## src/rtl/serial_addsub_ctrl_if.sv

```systemverilog
`default_nettype none
// ============================================================================
//  Module   : serial_addsub_ctrl_if
//  Purpose  : Request/result bundle for the bit-serial add/sub engine.
//             The master drives the operands and the start pulse; the slave
//             (the engine) returns status, result and flags.
//  Revision : 1.0  initial release
// ============================================================================
interface serial_addsub_ctrl_if #(
  parameter int WIDTH = 8
);
  logic             start;
  logic             selec;
  logic [WIDTH-1:0] a;
  logic [WIDTH-1:0] b;
  logic             busy;
  logic             done;
  logic [WIDTH-1:0] out;
  logic             cout;
  logic             ovf;

  modport master (
    output start, selec, a, b,
    input  busy, done, out, cout, ovf
  );

  modport slave (
    input  start, selec, a, b,
    output busy, done, out, cout, ovf
  );
endinterface
`default_nettype wire

```

## src/rtl/serial_addsub_ctrl.sv

```systemverilog
`default_nettype none
// ============================================================================
//  Module   : serial_addsub_ctrl
//  Purpose  : Multi-bit add/subtract built from a single 1-bit add/sub cell.
//             Operands are shifted through the cell LSB-first, one bit per
//             clock; the sum bits are collected MSB-in into a result register.
//             Subtract is a + ~b + 1, the +1 coming from the preset carry.
//  Revision : 1.0  initial release
// ============================================================================
module serial_addsub_ctrl #(
  parameter int WIDTH = 8
) (
  input  logic                 clk,
  input  logic                 reset,
  serial_addsub_ctrl_if.slave  bus
);

  localparam int CW = (WIDTH > 1) ? $clog2(WIDTH) : 1;
  localparam logic [CW-1:0] LAST_BIT = CW'(WIDTH - 1);

  typedef enum logic [1:0] {
    IDLE = 2'd0,
    RUN  = 2'd1,
    DONE = 2'd2
  } state_t;

  state_t           state_q;
  logic [WIDTH-1:0] sa_q;
  logic [WIDTH-1:0] sb_q;
  logic [WIDTH-1:0] res_q;
  logic [WIDTH-1:0] out_q;
  logic [CW-1:0]    cnt_q;
  logic             sel_q;
  logic             carry_q;
  logic             cout_q;
  logic             ovf_q;
  logic             busy_q;
  logic             done_q;

  // The 1-bit add/sub cell working on the current LSBs.
  logic             b_eff;
  logic             sum_bit;
  logic             carry_d;
  logic [WIDTH-1:0] res_d;

  assign b_eff   = sb_q[0] ^ sel_q;
  assign sum_bit = sa_q[0] ^ b_eff ^ carry_q;
  assign carry_d = (sa_q[0] & b_eff) | (sa_q[0] & carry_q) | (b_eff & carry_q);
  assign res_d   = {sum_bit, res_q[WIDTH-1:1]};

  // Control FSM and serial datapath; every output is a flop.
  always_ff @(posedge clk) begin
    if (reset) begin
      state_q <= IDLE;
      sa_q    <= '0;
      sb_q    <= '0;
      res_q   <= '0;
      out_q   <= '0;
      cnt_q   <= '0;
      sel_q   <= 1'b0;
      carry_q <= 1'b0;
      cout_q  <= 1'b0;
      ovf_q   <= 1'b0;
      busy_q  <= 1'b0;
      done_q  <= 1'b0;
    end else begin
      case (state_q)
        // DONE behaves like IDLE for accepting a new request, so a start
        // presented during the done pulse chains operations back-to-back.
        IDLE, DONE: begin
          done_q <= 1'b0;
          if (bus.start) begin
            sa_q    <= bus.a;
            sb_q    <= bus.b;
            sel_q   <= bus.selec;
            carry_q <= bus.selec;
            res_q   <= '0;
            cnt_q   <= '0;
            busy_q  <= 1'b1;
            state_q <= RUN;
          end else begin
            state_q <= IDLE;
          end
        end

        RUN: begin
          sa_q    <= sa_q >> 1;
          sb_q    <= sb_q >> 1;
          res_q   <= res_d;
          carry_q <= carry_d;
          if (cnt_q == LAST_BIT) begin
            // Carry into the MSB is carry_q; carry out of it is carry_d.
            out_q   <= res_d;
            cout_q  <= carry_d;
            ovf_q   <= carry_q ^ carry_d;
            busy_q  <= 1'b0;
            done_q  <= 1'b1;
            state_q <= DONE;
          end else begin
            cnt_q <= cnt_q + CW'(1);
          end
        end

        default: begin
          busy_q  <= 1'b0;
          done_q  <= 1'b0;
          state_q <= IDLE;
        end
      endcase
    end
  end

  assign bus.busy = busy_q;
  assign bus.done = done_q;
  assign bus.out  = out_q;
  assign bus.cout = cout_q;
  assign bus.ovf  = ovf_q;

endmodule
`default_nettype wire
```

## src/flat_wrapper.sv

```systemverilog
// flat-port wrapper written by rule: the top's interface ports become plain ports
module serial_addsub_ctrl_flat 
#(
  parameter int WIDTH = 8
)
  (clk, reset, bus_start, bus_selec, bus_a, bus_b, bus_busy, bus_done, bus_out, bus_cout, bus_ovf);
  serial_addsub_ctrl_if #(.WIDTH(WIDTH)) bus_i ();
  input  logic clk;
  input  logic reset;
  input wire logic [$bits(bus_i.start)-1:0] bus_start;
  input wire logic [$bits(bus_i.selec)-1:0] bus_selec;
  input wire logic [$bits(bus_i.a)-1:0] bus_a;
  input wire logic [$bits(bus_i.b)-1:0] bus_b;
  output wire logic [$bits(bus_i.busy)-1:0] bus_busy;
  output wire logic [$bits(bus_i.done)-1:0] bus_done;
  output wire logic [$bits(bus_i.out)-1:0] bus_out;
  output wire logic [$bits(bus_i.cout)-1:0] bus_cout;
  output wire logic [$bits(bus_i.ovf)-1:0] bus_ovf;
  assign bus_i.start = bus_start;
  assign bus_i.selec = bus_selec;
  assign bus_i.a = bus_a;
  assign bus_i.b = bus_b;
  assign bus_busy = bus_i.busy;
  assign bus_done = bus_i.done;
  assign bus_out = bus_i.out;
  assign bus_cout = bus_i.cout;
  assign bus_ovf = bus_i.ovf;
  serial_addsub_ctrl #(.WIDTH(WIDTH)) u_core (.clk(clk), .reset(reset), .bus(bus_i));
endmodule
```

## config.mk

```make
export PLATFORM = sky130hd
export DESIGN_NAME = serial_addsub_ctrl_flat
export DESIGN_NICKNAME = d
export VERILOG_FILES = /design/src/rtl/serial_addsub_ctrl_if.sv /design/src/rtl/serial_addsub_ctrl.sv /design/src/flat_wrapper.sv
export SDC_FILE = /design/constraint.sdc
export NUM_CORES = 1
export LEC_CHECK = 0
export BUFFER_PORTS_ARGS = -buffer_cell sky130_fd_sc_hd__buf_2
export CORE_ASPECT_RATIO = 0.6
export CORE_MARGIN = 1
export CORE_UTILIZATION = 54
export DETAILED_ROUTE_END_ITERATION = 10
export PLACE_DENSITY = 0.75
export SLEW_MARGIN = 25
export SYNTH_ARGS = -nofsm -noshare
export SYNTH_HDL_FRONTEND = slang
export SYNTH_SLANG_ARGS = --single-unit
```

## constraint.sdc

```tcl
create_clock -name clk -period 1.95 [get_ports clk]
set_input_delay 0.195 -clock clk [delete_from_list [all_inputs] [get_ports clk]]
set_output_delay 0.195 -clock clk [all_outputs]
set_load 0.005 [all_outputs]
```

==> impl_metrics.toml, run 1 <==
[critical_path]
crit_fanout = 32
path_cells = "nand2b_1 -> buf_12 -> nor2_1 -> a311oi_1"
cp_top_family = "simple AND/OR/NAND/NOR gates"
worstSetupStartpointType = "flop"
path_class = "reg -> reg"
crit_arrival_ns = 1.80
cp_data_required_time_ns = 2.13
cp-end-kind = "flop"
slowest_stage = "dfxtp_1"
slowest_delay_ns = 0.42
crit_buf_inv = 1

[logic_synthesis]
synth_nets = 229
yosys_warnings = 0
yosysUniqueCellTypes = 26
syn_area_mm2 = 0.001745
ys_seq_elements = 42
synth_area_leaders = "dfxtp_1 48%, nand2_1 12%, a21oi_1 6.6%, a311oi_2 5.2%, nor2_1 4.3%"
synth_top_area_cell = "dfxtp_1"
yosysSeqAreaShare = 0.4817
synth_top_cell_area_share = 0.4817
syn_inst = 206
avgSynthCellArea_um2 = 8.473

[timing]
setup_viol = 0
maxSlewViolCount = 0
setup_tns_ns = 0
rsz0062_at_grt = "false"
hold_viol_final = 0
period_share = 0.8295
worst_pin_slew_ns = 0.7927
fin_crit_ns = 1.618
clock_skew_ns = 0.002522
timing.fmax_mhz = 618.2
max_slew_margin = 0.4715

[route]
wl_mm = 3.665
drtAntennaViolNets = 0
vias = 1471
first_pass_iters = 4
route.detailed.drc = 0
viasPerCell = 5.369
drtIter0Drc = 78
wl_per_cell_um = 13.38

[clock_network]
cts_root_buf = "clkbuf_8"
clockBufferDepth = 2
post_cts_buffers = 0
hold_buffers = 0
clock-sinks = 42
worstSkewPairLatency_ns = 0.29
cts_buffers = 5
post_cts_resize_count = 0
htreeDepth = 2
cts_tree = "done"
clk_pin_slew_ns = 0.07

[global_route]
grt_start_max_net_pins = 43
gr-total-overflow = 0
gr-usage-met3 = 0.06195
grt_first_pass_wirelength_mm = 5.899
use_met2 = 0.3714
grt_use_met1 = 0.2999
grtUsageTotal = 0.2378
grt_pass1_vias = 1320
grt-busiest-layer = "met2"
antenna_found_initial = 0

[layout]
final_net_count = 255
final_cell_area_mm2 = 0.001991
antennaDiodeCount = 0
drive_gt1_frac = 0.2026
layout.core_utilization = 0.6713
areaGrowthSynthToFinish_pct = 14.05

[worst_hold_path]
hold_path_class = "in -> reg"

[die]
coreArea_mm2 = 0.002965
dieWidth_um = 75.40
initial_core_util = 0.5886
io_pins = 32
die_h_um = 46.04
die-area_mm2 = 0.003471
rows = 15

[placement]
place_congestion = 0.7797
place_area_mm2 = 0.001914
hpwl_mm = 2.413
io_buffers = 31

[flow_run]
maxCapViolCount = 0

[status]
status = "finished clean"

[pwr]
cellPowerDensity_mw_per_mm2 = 835.7
p_leak_nw = 0.7763
peakVddDrop_mv = 0.5923
==> worst paths after layout <==
check	from	end	slack, ns	depth (start not counted)
hold reg to reg	u_core.bus.ovf$_SDFFE_PP0P_	u_core.bus.ovf$_SDFFE_PP0P_	0.45	2
setup reg to reg	u_core.state_q[1]$_SDFFE_PP0P_	u_core.sb_q[1]$_SDFFE_PP0P_	0.33	4
setup / recovery	u_core.state_q[1]$_SDFFE_PP0P_	u_core.sb_q[1]$_SDFFE_PP0P_	0.33	4
hold / removal	bus_b[7]	u_core.sb_q[7]$_SDFFE_PP0P_	0.14	3
==> per-stage QoR <==
step	hold WS [ns]	setup slack (ns)	instances	power (mW)
5_1_grt	0.1359	0.2167	274	1.726
4_1_cts	0.1318	0.3779	274	1.671
3_3_place_gp	0.4359	0.4777	267	1.145
6_report	0.1366	0.3324	274	1.664
3_5_place_dp	0.4436	0.3949	267	1.155
2_1_floorplan	0.3310	0.5866	206	1.098
==> Yosys cell counts (all sizes together) <==
library cell  instances
nand2b                4
nor2b                 2
a311oi               14
inv                   2
nor3                  1
nand2                56
nand3                10
buf                  13
clkbuf                3
o21ai                 1
a2bb2oi               1
fa                    1
nor3b                 2
a21oi                23
ha                    2
a211oi                2
xnor2                 2
nor2                 20
dfxtp                42
nand3b                4
and3b                 1
==> flip-flops by register name, summed over array words and instances, names as in the netlist <==
name and flops:
u_core.state_q 2, u_core.bus.ovf 1, u_core.bus.cout 1, u_core.sel_q 1, u_core.res_q 7, u_core.sb_q 8, u_core.sa_q 8, u_core.bus.out 8
u_core.bus.done 1, u_core.bus.busy 1, u_core.cnt_q 3, u_core.carry_q 1
==> per-layer routing <==
layer | wire length, µm | up-vias
met5 | 0 | -
met4 | 121 | 0
met3 | 158 | 11
met2 | 1688 | 34
met1 | 1697 | 681
li1 | - | 745
==> worst register-to-register path, stage by stage (launching register included) <==
cell and delay (ns):
dfxtp_1 0.42, nand2b_1 0.42, buf_12 0.25, nor2_1 0.09, a311oi_1 0.32
==> cells by family (layout without fill, tap and decap cells) <==
logic type,after synthesis,in the layout,synth area share
buffers and inverters,18,44,0.05807
AND/OR/NAND/NOR,100,100,0.2502
XOR/XNOR,2,2,0.01004
adder cells (fa/ha/maj),3,3,0.02580
flip-flops,42,42,0.4817
AO/OA/AOI/OAI,41,41,0.1742
==> power by group <==
group | leakage, nW | switching, mW | internal, mW
sequential | 0.343 | 0.0264 | 0.900
clock | 0.0383 | 0.277 | 0.246
combinational | 0.395 | 0.123 | 0.0905
total | 0.776 | 0.427 | 1.24
==> layout make-up <==
class                   count  area [µm²]
fillers                   258       974.7
inverters                   2       7.507
well taps                  42       52.55
multi-input cells         146       803.3
repair buffers             35       210.2
clock buffers               7       76.32
flip-flops and latches     42       840.8
==> cells in the final DEF (no fill, tap or decap), drive strengths merged, types with 2 or more instances in the layout <==
cell    instances
nand3          10
clkbuf          7
ha              2
nor3b           2
dfxtp          42
xnor2           2
inv             2
nand2          56
buf            35
a311oi         14
a211oi          2
nand3b          4
a21oi          23
nor2b           2
nand2b          4
nor2           20
(Power assumes the default switching activity.)
==> inputs of run 2 (changes only) <==
CORE_UTILIZATION = 49   (was 54)
PLACE_DENSITY = 0.71   (was 0.75)
clock period = 1.3 ns   (was 1.95 ns; I/O delays follow)
==> impl_metrics.toml, run 2 (synthesized netlist as in run 1, its figures left out) <==
[layout]
areaGrowthSynthToFinish_pct = 26.95
drive_gt1_frac = 0.3156
final_cell_mix = "56 x nand2_1, 37 x dfxtp_1, 31 x buf_2"
final_cells = 289
fill_cells = 292
antennaDiodeCount = 0
final_common_cell = "nand2_1"
final_cell_area_mm2 = 0.002216
final_net_count = 266

[timing]
hold_viol_final = 0
fin_crit_ns = 1.350
max_slew_margin = 0.7762
setup_viol = 3
clock_skew_ns = 0.01060
setup_tns_ns = -0.08840
rsz0062_at_grt = "true"
maxSlewViolCount = 0
period_share = 1.038
worst_pin_slew_ns = 0.3347
setup_ws_ns = -0.04953
timing.fmax_mhz = 741.0

[route]
drtAntennaViolNets = 0
route.detailed.drc = 0
first_pass_iters = 4
wl_per_cell_um = 12.88
vias = 1496
drtIter0Drc = 86
wl_mm = 3.723
viasPerCell = 5.176

[status]
violations = "negative setup slack"
status = "finished with violations"

[critical_path]
cp_data_required_time_ns = 1.49
crit_arrival_ns = 1.54
crit_fanout = 2
crit_end = "u_core.res_q[7]$_SDFFE_PP0P_"
cp-end-kind = "flop"
r2r-start = "u_core.sel_q$_SDFFE_PP0P_"
path_class = "reg -> reg"
reg2reg_setup_slack_ns = -0.05
rr_endpoint = "u_core.res_q[7]$_SDFFE_PP0P_"
rr_worst_depth = 4
setup.worst_path.start = "u_core.sel_q$_SDFFE_PP0P_"
worstSetupStartpointType = "flop"

[pwr]
p_leak_nw = 0.8788
power_mw = 2.811
cellPowerDensity_mw_per_mm2 = 1269
peakVddDrop_mv = 0.8142

[worst_hold_path]
hold_path_class = "in -> reg"
min-delay-start = "bus_b[7]"

[flow_run]
maxCapViolCount = 0

[clock_network]
clk_pin_slew_ns = 0.09
cts_root_buf = "clkbuf_8"
cts_buffers = 5
clock-sinks = 42
cts_tree = "done"
htreeDepth = 2
clockBufferDepth = 2
hold_buffers = 0
worstSkewPairLatency_ns = 0.30

[placement]
hpwl_mm = 2.344
place_congestion = 0.7887
placedCellCount = 280
io_buffers = 31
place_area_mm2 = 0.002021

[global_route]
grtUsageTotal = 0.1956
grt_first_pass_wirelength_mm = 5.471
grt_pass1_vias = 1145
grt_start_max_net_pins = 42
antenna_found_initial = 0
gr-total-overflow = 0

[die]
dieWidth_um = 79.05
rows = 16
die_h_um = 48.23
coreArea_mm2 = 0.003323
initial_core_util = 0.5252
io_pins = 32
die-area_mm2 = 0.003813
run 2: cell types whose count changed in the layout (fill, tap and decap cells not counted), sizes merged:
cell    change
clkbuf      -2
bufinv      +1
clkinv      +2
buf        +11
run 2: where the power goes:
| group | internal (mW) | switching (mW) | total, mW |
|---|---|---|---|
| Combinational | 0.187 | 0.203 | 0.390 |
| Clock | 0.566 | 0.464 | 1.03 |
| Sequential | 1.35 | 0.0400 | 1.39 |
| Total | 2.10 | 0.707 | 2.81 |
run 2: per-layer routing:
layer / GRT usage / share of wire / vias to the layer above
li1: - / - / 771
met1: 0.2846 / 0.53 / 678
met2: 0.2672 / 0.39 / 40
met3: 0.05607 / 0.058 / 7
met4: 0.08727 / 0.015 / 0
met5: 0 / 0 / -
run 2: cell type report:
class	count	area, µm²	area share
multi-input cells	146	870.8	0.3930
clock buffers	5	68.82	0.03106
inverters	2	7.507	0.003388
repair buffers	46	325.3	0.1468
clock inverters	3	40.04	0.01807
well taps	45	56.30	0.02541
flip-flops and latches	42	847.1	0.3823
run 2: repair_timing:
item | CTS | global route
resized for setup | 6 | 15
cloned | 0 | 1
setup endpoints to repair | 6 | 15
pin swaps | 1 | 6
setup buffers | 0 | 0
run 2: per-stage QoR:
| stage | util | worst slack, ns | hold slack [ns] |
|---|---|---|---|
| floorplan | - | -0.01053 | 0.2660 |
| global placement | 0.6081 | -0.01988 | 0.3752 |
| detailed placement | 0.6081 | -0.04561 | 0.3863 |
| CTS | 0.6472 | -0.01261 | 0.07001 |
| global route | 0.6668 | -0.07900 | 0.09215 |
| finish | 0.6668 | -0.04953 | 0.07190 |
run 2: worst min path at each step:
stage / to / cells after the start
5_1_grt: u_core.sb_q[0]$_SDFFE_PP0P_ / 3
3_3_place_gp: u_core.sb_q[7]$_SDFFE_PP0P_ / 3
2_1_floorplan: u_core.sel_q$_SDFFE_PP0P_ / 2
4_1_cts: u_core.sa_q[7]$_SDFFE_PP0P_ / 3
6_report: u_core.sb_q[7]$_SDFFE_PP0P_ / 3
3_5_place_dp: u_core.sa_q[7]$_SDFFE_PP0P_ / 3
run 2: critical path, stage by stage (launching register included):
cell and delay [ns]:
dfxtp_2 0.34, xnor2_2 0.15, fa_2 0.58, nand2b_4 0.13, a21oi_2 0.04
==> inputs of run 3 (changes only) <==
PLACE_DENSITY = 0.74   (was 0.71)
==> impl_metrics.toml, run 3 (synthesized netlist as in run 1, its figures left out) <==
[placement]
placedCellCount = 278
hpwl_mm = 2.254
place_congestion = 0.6852
io_buffers = 31

[critical_path]
path_class = "reg -> reg"
crit_arrival_ns = 1.56
crit_end = "u_core.bus.out[7]$_SDFFE_PP0P_"
r2r-start = "u_core.cnt_q[0]$_SDFFE_PP0P_"
slowest_stage = "dfxtp_2"
cp_top_family = "flip-flops"
setup.worst_path.start = "u_core.cnt_q[0]$_SDFFE_PP0P_"
cp_data_required_time_ns = 1.53
rr_endpoint = "u_core.bus.out[7]$_SDFFE_PP0P_"
cp-end-kind = "flop"
critical_path_depth = 6
rr_worst_depth = 6
crit_fanout = 6
worstSetupStartpointType = "flop"
crit_buf_inv = 1
reg2reg_setup_slack_ns = -0.03
slowest_delay_ns = 0.36
path_common_cell = "ha_4"
path_cells = "ha_4 -> ha_4 -> and3b_2 -> buf_6 -> nor2_2 -> a211oi_2"

[clock_network]
worstSkewPairLatency_ns = 0.31
cts_tree = "done"
cts_root_buf = "clkbuf_8"
clockBufferDepth = 2
clk_pin_slew_ns = 0.09
htreeDepth = 2
clock-sinks = 42
cts_buffers = 5

[timing]
fin_crit_ns = 1.327
rsz0062_at_grt = "true"
timing.fmax_mhz = 753.4
setup_viol = 5
hold_viol_final = 0
hold_ws_ns = 0.05245
maxSlewViolCount = 0
setup_ws_ns = -0.02738
setup_tns_ns = -0.08234
max_slew_margin = 0.8485
period_share = 1.021
clock_skew_ns = 0.01192
worst_pin_slew_ns = 0.2257

[pwr]
p_leak_nw = 0.8950
peakVddDrop_mv = 0.7979
cellPowerDensity_mw_per_mm2 = 1235

[die]
initial_core_util = 0.5252
io_pins = 32
rows = 16
die_h_um = 48.23
die-area_mm2 = 0.003813
coreArea_mm2 = 0.003323
dieWidth_um = 79.05

[layout]
drive_gt1_frac = 0.3862
final_cells = 291
final_cell_mix = "50 x nand2_1, 36 x dfxtp_1, 31 x buf_2"
final_common_cell = "nand2_1"
antennaDiodeCount = 0
areaGrowthSynthToFinish_pct = 31.54
final_net_count = 268

[status]
violations = "negative setup slack"
status = "finished with violations"

[route]
first_pass_iters = 4
route.detailed.drc = 0
vias = 1534
viasPerCell = 5.271
drtIter0Drc = 120
drtAntennaViolNets = 0
wl_mm = 3.721
wl_per_cell_um = 12.79

[global_route]
grt_start_max_net_pins = 43
grtUsageTotal = 0.2063
gr-total-overflow = 0
grt_pass1_vias = 1249
grt_first_pass_wirelength_mm = 5.768
antenna_found_initial = 0

[worst_hold_path]
hold_path_class = "in -> reg"

[flow_run]
maxCapViolCount = 0
-- run 3: cell count changes in the layout (fill, tap and decap cells not counted), moves of 3 or more --
| cell | delta |
|---|---|
| buf_6 | +3 |
| nand2_2 | +6 |
| nand2_1 | -6 |
| a21oi_1 | -6 |
| a21oi_2 | +6 |
-- run 3: worst min path at each step --
| stage | start | to | cells after the start |
|---|---|---|---|
| CTS | bus_a[7] | u_core.sa_q[7]$_SDFFE_PP0P_ | 3 |
| global placement | bus_b[7] | u_core.sb_q[7]$_SDFFE_PP0P_ | 3 |
| finish | bus_b[7] | u_core.sb_q[7]$_SDFFE_PP0P_ | 3 |
| detailed placement | bus_a[7] | u_core.sa_q[7]$_SDFFE_PP0P_ | 3 |
| floorplan | bus_selec | u_core.sel_q$_SDFFE_PP0P_ | 2 |
| global route | bus_a[7] | u_core.sa_q[7]$_SDFFE_PP0P_ | 3 |
-- run 3: area by class of cell --
| class | count | area [µm²] |
|---|---|---|
| fill | 275 | 1027 |
| multi-input combinational | 146 | 934.6 |
| sequential | 42 | 848.3 |
| timing repair buffer | 48 | 339.1 |
| clock buffer | 6 | 72.57 |
| tap | 45 | 56.30 |
| clock inverter | 2 | 37.54 |
| inverter | 2 | 7.507 |
-- run 3: repair_timing --
item | in CTS | in global routing
cloned | 1 | 0
hold buffers | 0 | 0
buffers inserted | 3 | 1
gates resized for setup | 17 | 24
setup endpoints to repair | 14 | 26
pin swaps | 5 | 9
-- run 3: through the flow --
stage	setup WS [ns]	instance area (µm²)	utilization	total power, mW
floorplan	-0.01053	1754	-	1.648
finish	-0.02738	2296	0.6909	2.836
global placement	-0.07455	1993	0.5998	1.748
CTS	-0.004983	2200	0.6619	2.799
global route	-0.07352	2296	0.6909	2.955
detailed placement	-0.1153	1993	0.5998	1.754
-- run 3: worst min-delay path, cell delays in order --
cell and delay [ns]:
buf_2 0.10, nand2_1 0.04, a21oi_1 0.05
-- run 3: where the power goes --
group | switching (mW) | internal, mW
sequential | 0.0414 | 1.35
combinational | 0.205 | 0.198
clock | 0.467 | 0.573
-- run 3: layer usage --
metal,part of all wire,track usage,vias up
met3,0.044,0.06168,7
met4,0.016,0.09818,0
met5,0,0,-
met1,0.52,0.2888,719
li1,-,-,778
met2,0.42,0.2948,30
